[src/rtl/pc_gen.sv]
// Fetch-stage program counter: sequential advance on accepted requests,
// redirect/trap reload, stall freeze and a BOOT/RUN/HALT control machine.
module pc_gen #(
    parameter int unsigned          XLEN         = 32,
    parameter logic [XLEN-1:0]      RESET_VECTOR = '0,
    parameter logic [XLEN-1:0]      TRAP_VECTOR  = XLEN'(32'h0000_0100),
    parameter int unsigned          INC          = 4
) (
    input  logic            clk,
    input  logic            rst_n,
    input  logic            stall_i,
    input  logic            redir_valid_i,
    input  logic [XLEN-1:0] redir_target_i,
    input  logic            trap_i,
    input  logic            halt_i,
    input  logic            resume_i,
    output logic            req_valid_o,
    input  logic            req_ready_i,
    output logic [XLEN-1:0] pc_o,
    output logic [XLEN-1:0] pc_next_seq_o,
    output logic            misalign_o,
    output logic            halted_o
);

    localparam logic [XLEN-1:0] INC_W      = XLEN'(INC);
    localparam logic [XLEN-1:0] ALIGN_MASK = XLEN'(INC - 1);
    localparam logic [XLEN-1:0] BIT0_CLR   = ~XLEN'(1);

    typedef enum logic [1:0] {
        ST_BOOT = 2'd0,
        ST_RUN  = 2'd1,
        ST_HALT = 2'd2
    } state_t;

    state_t          r_state;
    logic [XLEN-1:0] r_pc;
    logic            r_misalign;
    logic            r_halted;

    logic            w_active;
    logic            w_req_valid;
    logic [XLEN-1:0] w_redir_pc;
    logic [XLEN-1:0] w_pc_inc;

    assign w_active    = (r_state != ST_BOOT);
    assign w_req_valid = (r_state == ST_RUN) && !stall_i;
    assign w_redir_pc  = redir_target_i & BIT0_CLR;
    assign w_pc_inc    = r_pc + INC_W;

    always_ff @(posedge clk) begin
        if (!rst_n) begin
            r_pc       <= RESET_VECTOR;
            r_state    <= ST_BOOT;
            r_misalign <= 1'b0;
            r_halted   <= 1'b0;
        end else begin
            r_misalign <= 1'b0;

            case (r_state)
                ST_BOOT: begin
                    r_state  <= ST_RUN;
                    r_halted <= 1'b0;
                end
                ST_RUN: begin
                    if (halt_i) begin
                        r_state  <= ST_HALT;
                        r_halted <= 1'b1;
                    end
                end
                ST_HALT: begin
                    if (trap_i || resume_i) begin
                        r_state  <= ST_RUN;
                        r_halted <= 1'b0;
                    end
                end
                default: begin
                    r_state  <= ST_BOOT;
                    r_halted <= 1'b0;
                end
            endcase

            // Trap outranks redirect, which outranks stall and the
            // sequential advance; HALT blocks advance via w_req_valid.
            if (w_active) begin
                if (trap_i) begin
                    r_pc <= TRAP_VECTOR;
                end else if (redir_valid_i) begin
                    r_pc       <= w_redir_pc;
                    r_misalign <= |(w_redir_pc & ALIGN_MASK);
                end else if (w_req_valid && req_ready_i) begin
                    r_pc <= w_pc_inc;
                end
            end
        end
    end

    assign req_valid_o   = w_req_valid;
    assign pc_o          = r_pc;
    assign pc_next_seq_o = w_pc_inc;
    assign misalign_o    = r_misalign;
    assign halted_o      = r_halted;

endmodule

[config.mk]
export PLATFORM = sky130hd
export DESIGN_NAME = pc_gen
export DESIGN_NICKNAME = d
export VERILOG_FILES = /design/src/rtl/pc_gen.sv
export SDC_FILE = /design/constraint.sdc
export NUM_CORES = 1
export LEC_CHECK = 0
export ABC_AREA = 1
export CELL_PAD_IN_SITES_DETAIL_PLACEMENT = 1
export CELL_PAD_IN_SITES_GLOBAL_PLACEMENT = 2
export CORE_ASPECT_RATIO = 0.6
export CORE_UTILIZATION = 22
export CTS_CLUSTER_DIAMETER = 50
export CTS_CLUSTER_SIZE = 25
export DETAILED_ROUTE_END_ITERATION = 7
export PLACE_DENSITY = 0.89
export REMOVE_ABC_BUFFERS = 1
export SLEW_MARGIN = 5
export SYNTH_ARGS = -nofsm -noshare
export SYNTH_HDL_FRONTEND = slang
export SYNTH_SLANG_ARGS = --single-unit
export TNS_END_PERCENT = 10
[constraint.sdc]
create_clock -name clk -period 4.5 [get_ports clk]
set_input_delay 0.9 -clock clk [delete_from_list [all_inputs] [get_ports clk]]
set_output_delay 0.9 -clock clk [all_outputs]
set_load 0.01 [all_outputs]
Yosys cells after proc, flatten, opt, wreduce, memory -nomap -nowiden
Index checks and enable logic that the tools add are counted.
Widths: inputs -> output; s select.

operators by class
  $add $sub $neg = 1
  equality and inequality tests = 4
  mux-type cells = 9
  bitwise operators = 3
  reductions and logical operators = 10

operators with widths
  kind                   count
  $mux 32                3
  $add 32x3->32 const B  1
  $pmux 2 s3             1
  $mux 2                 2
  $ne 2x2->1 const B     2
  $reduce_and 2->1       2
  $reduce_or 4->1        1
  $not 1->1              3
  $reduce_bool 3->1      1
  $eq 2x1->1 const B     1
  $eq 2x2->1 const B     1
  $logic_and 1x1->1      2
  $logic_not 2->1        1
  $mux 1                 2
  $pmux 1 s2             1
  $reduce_bool 2->1      1
  $logic_not 1->1        1
  $logic_or 1x1->1       1

storage, ports and cells
  bits in registers = 36
  input port bits = 40
  output and inout port bits = 67

Logic depth before layout (Yosys ltp)
  depth after elaboration = 6
  gate-level depth with buffers = 10
  mapped depth without buffers = 10

Worst setup path after synthesis
No wires, ideal clock.

  kind = register to output
  start point = reg r_pc[3] (netlist: pc_o[3])
  end point = out pc_next_seq_o[26]
  arrival time = 1.323 ns
  required time = 3.600 ns
  setup slack = 2.277 ns
  cell stages (with the launch flop) = 8
  path buffers = 0
  path through = dfxtp_1 -> ha_1 -> nand2_1 -> nor2_2 -> nand2_2 -> nor2_1 -> nand3_1 -> nand2_1

on the way
  word-level cells in the longest chain between the ends = 1

RTL lines
  element                 RTL line  text
  start, declared         36        logic [XLEN-1:0] r_pc;
  start signal, assigned  88        r_pc <= w_redir_pc;
  start signal, assigned  91        r_pc <= w_pc_inc;
  $add 32x3->32           48        assign w_pc_inc = r_pc + INC_W;
  end, declared           20        output logic [XLEN-1:0] pc_next_seq_o,

Every way passes these cells.

Worst setup path in the final report
  start point = reg r_pc[3] (netlist: pc_o[3])
  end point = out pc_next_seq_o[28]

The elaborated chain is that of the path after synthesis.

==> impl_metrics.json <==
{
  "status": "finished clean",
  "hold_buffers": 0,
  "met1_length_um": 5306,
  "dieArea_um2": 11960,
  "dr.pass1.iters": 4,
  "grt_pass1_wl_um": 16630,
  "final-hold-violation-count": 0,
  "worst_path_max_delay_cell": "clkdlybuf4s50_1",
  "finalSetupViolations": 0,
  "fin_ws_ns": 1.229,
  "end_kind": "output pin",
  "drv_cap": 0,
  "p_total_w": 0.0009106,
  "wl_met3_um": 529,
  "io_buffers": 103,
  "ctsHtreeMaxLevel": 2,
  "syn_avg_cell_area_um2": 5.694,
  "path_cells": "ha_1, nand3_1, nor2_1, nand2_1, inv_1, nand3_1, nand2_1, clkdlybuf4s50_1",
  "clkLatencyLatePin_ns": 0.28,
  "hpwl_um": 7777,
  "vias": 3069,
  "routed_wl_um": 10280,
  "finClkSkew_ns": 0.004422,
  "antenna_found_initial": 0,
  "drive_gt1_frac": 0.04067,
  "ir_worst_vdd_uv": 133.1,
  "hold_path.startpoint": "halted_o",
  "antenna_cells": 0,
  "cp-start-kind": "flop",
  "path_max_fanout": 5,
  "drc": 0,
  "fin_worst_hold_slack_ns": 0.4704,
  "cpPeakStageDelay_ns": 0.54,
  "grt_usage": 0.1798,
  "worstHoldEndpoint": "halted_o",
  "avgRoutedWirePerCell_um": 15.12,
  "critical_path_buf_inv_count": 2,
  "r2r-end": "pc_o[20]",
  "ctsLongestPathBuffers": 2,
  "cts_tree": "done",
  "holdPathStages": 2,
  "min_period_over_period": 0.7268,
  "worst_pin_slew_ns": 1.080,
  "first_global_vias": 3138,
  "core-area_um2": 10890,
  "root_buffer": "clkbuf_16",
  "hold_path_class": "flop to flop",
  "post_cts_resized": 0,
  "cts_buffers": 5,
  "rrSetupSlack_ns": 2.62,
  "reg2regPathDepth": 8,
  "topRoutingLayerUsed": "met4",
  "cp_top_family": "simple AND/OR/NAND/NOR gates",
  "rsz0062_at_grt": "false",
  "relSlewSlack": 0.2790,
  "p_leak_nw": 1.443,
  "clk_pin_slew_ns": 0.06,
  "place.gp.congestion": 0.7910,
  "nNetsFinal": 583,
  "powerDensity_nw_per_um2": 240.1,
  "grt-ovfl-total": 0,
  "grt_max_degree": 47,
  "wl_met2_um": 4418,
  "dpl_worst_slack_ns": 1.517,
  "post_cts_buffers": 0,
  "drtIter0Drc": 137,
  "ios": 107,
  "initial_core_util": 0.2328,
  "area_delta_synth_final_pct": 49.68,
  "die_w_um": 140.5,
  "rr_startpoint": "pc_o[3]",
  "viasPerCell": 4.513,
  "max_freq_mhz": 305.8,
  "die_h_um": 85.13,
  "ys_seq_elements": 35,
  "clock-sinks": 35,
  "ant_nets": 0,
  "crit_type": "flop to output pin",
  "period_needed_ns": 3.271,
  "rows": 29,
  "fill_cells": 1429,
  "cp.arrival_ns": 2.37,
  "required_ns": 3.60,
  "synth-seq-area-share": 0.2765,
  "syn-cell-area_um2": 2534,
  "synthCells": 445,
  "yosysUniqueCellTypes": 30,
  "setup_tns_ns": 0,
  "ys_warn_count": 0,
  "final-max-slew-violation-count": 0
}
[flip-flops by register name, summed over array words and instances (netlist names)]
signal,flops
pc_o,31
halted_o,1
misalign_o,1
r_state,2
[synth_stat cells (all sizes together)]
cell,instances,area [um^2]
nand2,148,573.0
nor2,92,380.4
inv,43,161.4
nand3,36,185.2
dfxtp,35,700.7
a21oi,31,155.2
o21ai,26,145.1
buf,10,67.56
xnor2,7,61.31
clkbuf,5,18.77
a31oi,3,18.77
nand3b,3,22.52
and2,1,6.260
conb,1,3.750
ha,1,12.51
nand4,1,6.260
or2,1,6.260
xor2,1,8.760
[cell families (layout without fill, tap and decap cells)]
| group | Yosys count | in the layout | synth area share |
|---|---|---|---|
| AND/OR/NAND/NOR | 282 | 282 | 0.4657 |
| flip-flops | 35 | 35 | 0.2765 |
| AO/OA/AOI/OAI | 60 | 60 | 0.1259 |
| other | 1 | 2 | 0.001480 |
| adder cells (fa/ha/maj) | 1 | 1 | 0.004937 |
| XOR/XNOR | 8 | 8 | 0.02766 |
| buffers and inverters | 58 | 153 | 0.09778 |
[area by class of cell]
class | count | area, um^2 | share of cell area
multi-input combinational | 353 | 1589 | 0.4190
timing repair buffer | 104 | 1039 | 0.2738
clock buffer | 6 | 128.9 | 0.03398
inverter | 43 | 161.4 | 0.04256
sequential | 35 | 700.7 | 0.1848
tap | 139 | 173.9 | 0.04586
[stage by stage]
| step | util | cell area, um^2 | std cells |
|---|---|---|---|
| after floorplan | - | 2451 | 431 |
| after global placement | 0.3366 | 3664 | 674 |
| after detailed placement | 0.3366 | 3664 | 674 |
| after CTS | 0.3484 | 3792 | 680 |
| after global routing | 0.3484 | 3792 | 680 |
| final | 0.3484 | 3792 | 680 |
[per-layer routing]
metal / up-vias / track usage
met5: - / 0
met4: 0 / 0.03953
met3: 2 / 0.04120
met2: 66 / 0.2859
met1: 1423 / 0.2478
li1: 1578 / -
[worst max-delay path by stage]
stage / startpoint / end / cells after the start
finish: pc_o[3] / pc_next_seq_o[28] / 8
floorplan: pc_o[3] / pc_next_seq_o[26] / 7
detailed placement: pc_o[2] / pc_next_seq_o[28] / 8
global placement: stall_i / req_valid_o / 5
global route: pc_o[2] / pc_next_seq_o[28] / 8
CTS: pc_o[2] / pc_next_seq_o[28] / 8
[placed cells by master (no fill, tap or decap)]
cell and n:
nand2_4 1, a31oi_1 3, buf_4 1, nand2_1 143, nand3_2 1, or2_1 1, xnor2_1 7, a21oi_1 31
o21ai_2 1, clkbuf_1 1, nand2_2 4, nand3b_1 3, o21ai_0 21, inv_1 41, and2_1 1, o21ai_4 1
dfxtp_1 35, nor2_2 2, nor2_1 86, nand4_1 1, o21ai_1 3, nor2_4 4, inv_2 2, clkdlybuf4s50_1 103
clkbuf_16 5, conb_1 2, xor2_1 1, nand3_1 35, ha_1 1
[tightest hold or removal path, delay by kind of cell, from the launching register on]
kind	cells	cell delay, ns
AOI/OAI and AO/OA	1	0.05
DFF	1	0.31
and+or+nand+nor	1	0.06
[where the power goes]
group	total (W)	internal [W]	switching (W)
logic	0.000224	0.000112	0.000112
registers	0.000352	0.000327	0.0000255
clock network	0.000334	0.000199	0.000135
(Power assumes the default switching activity.)
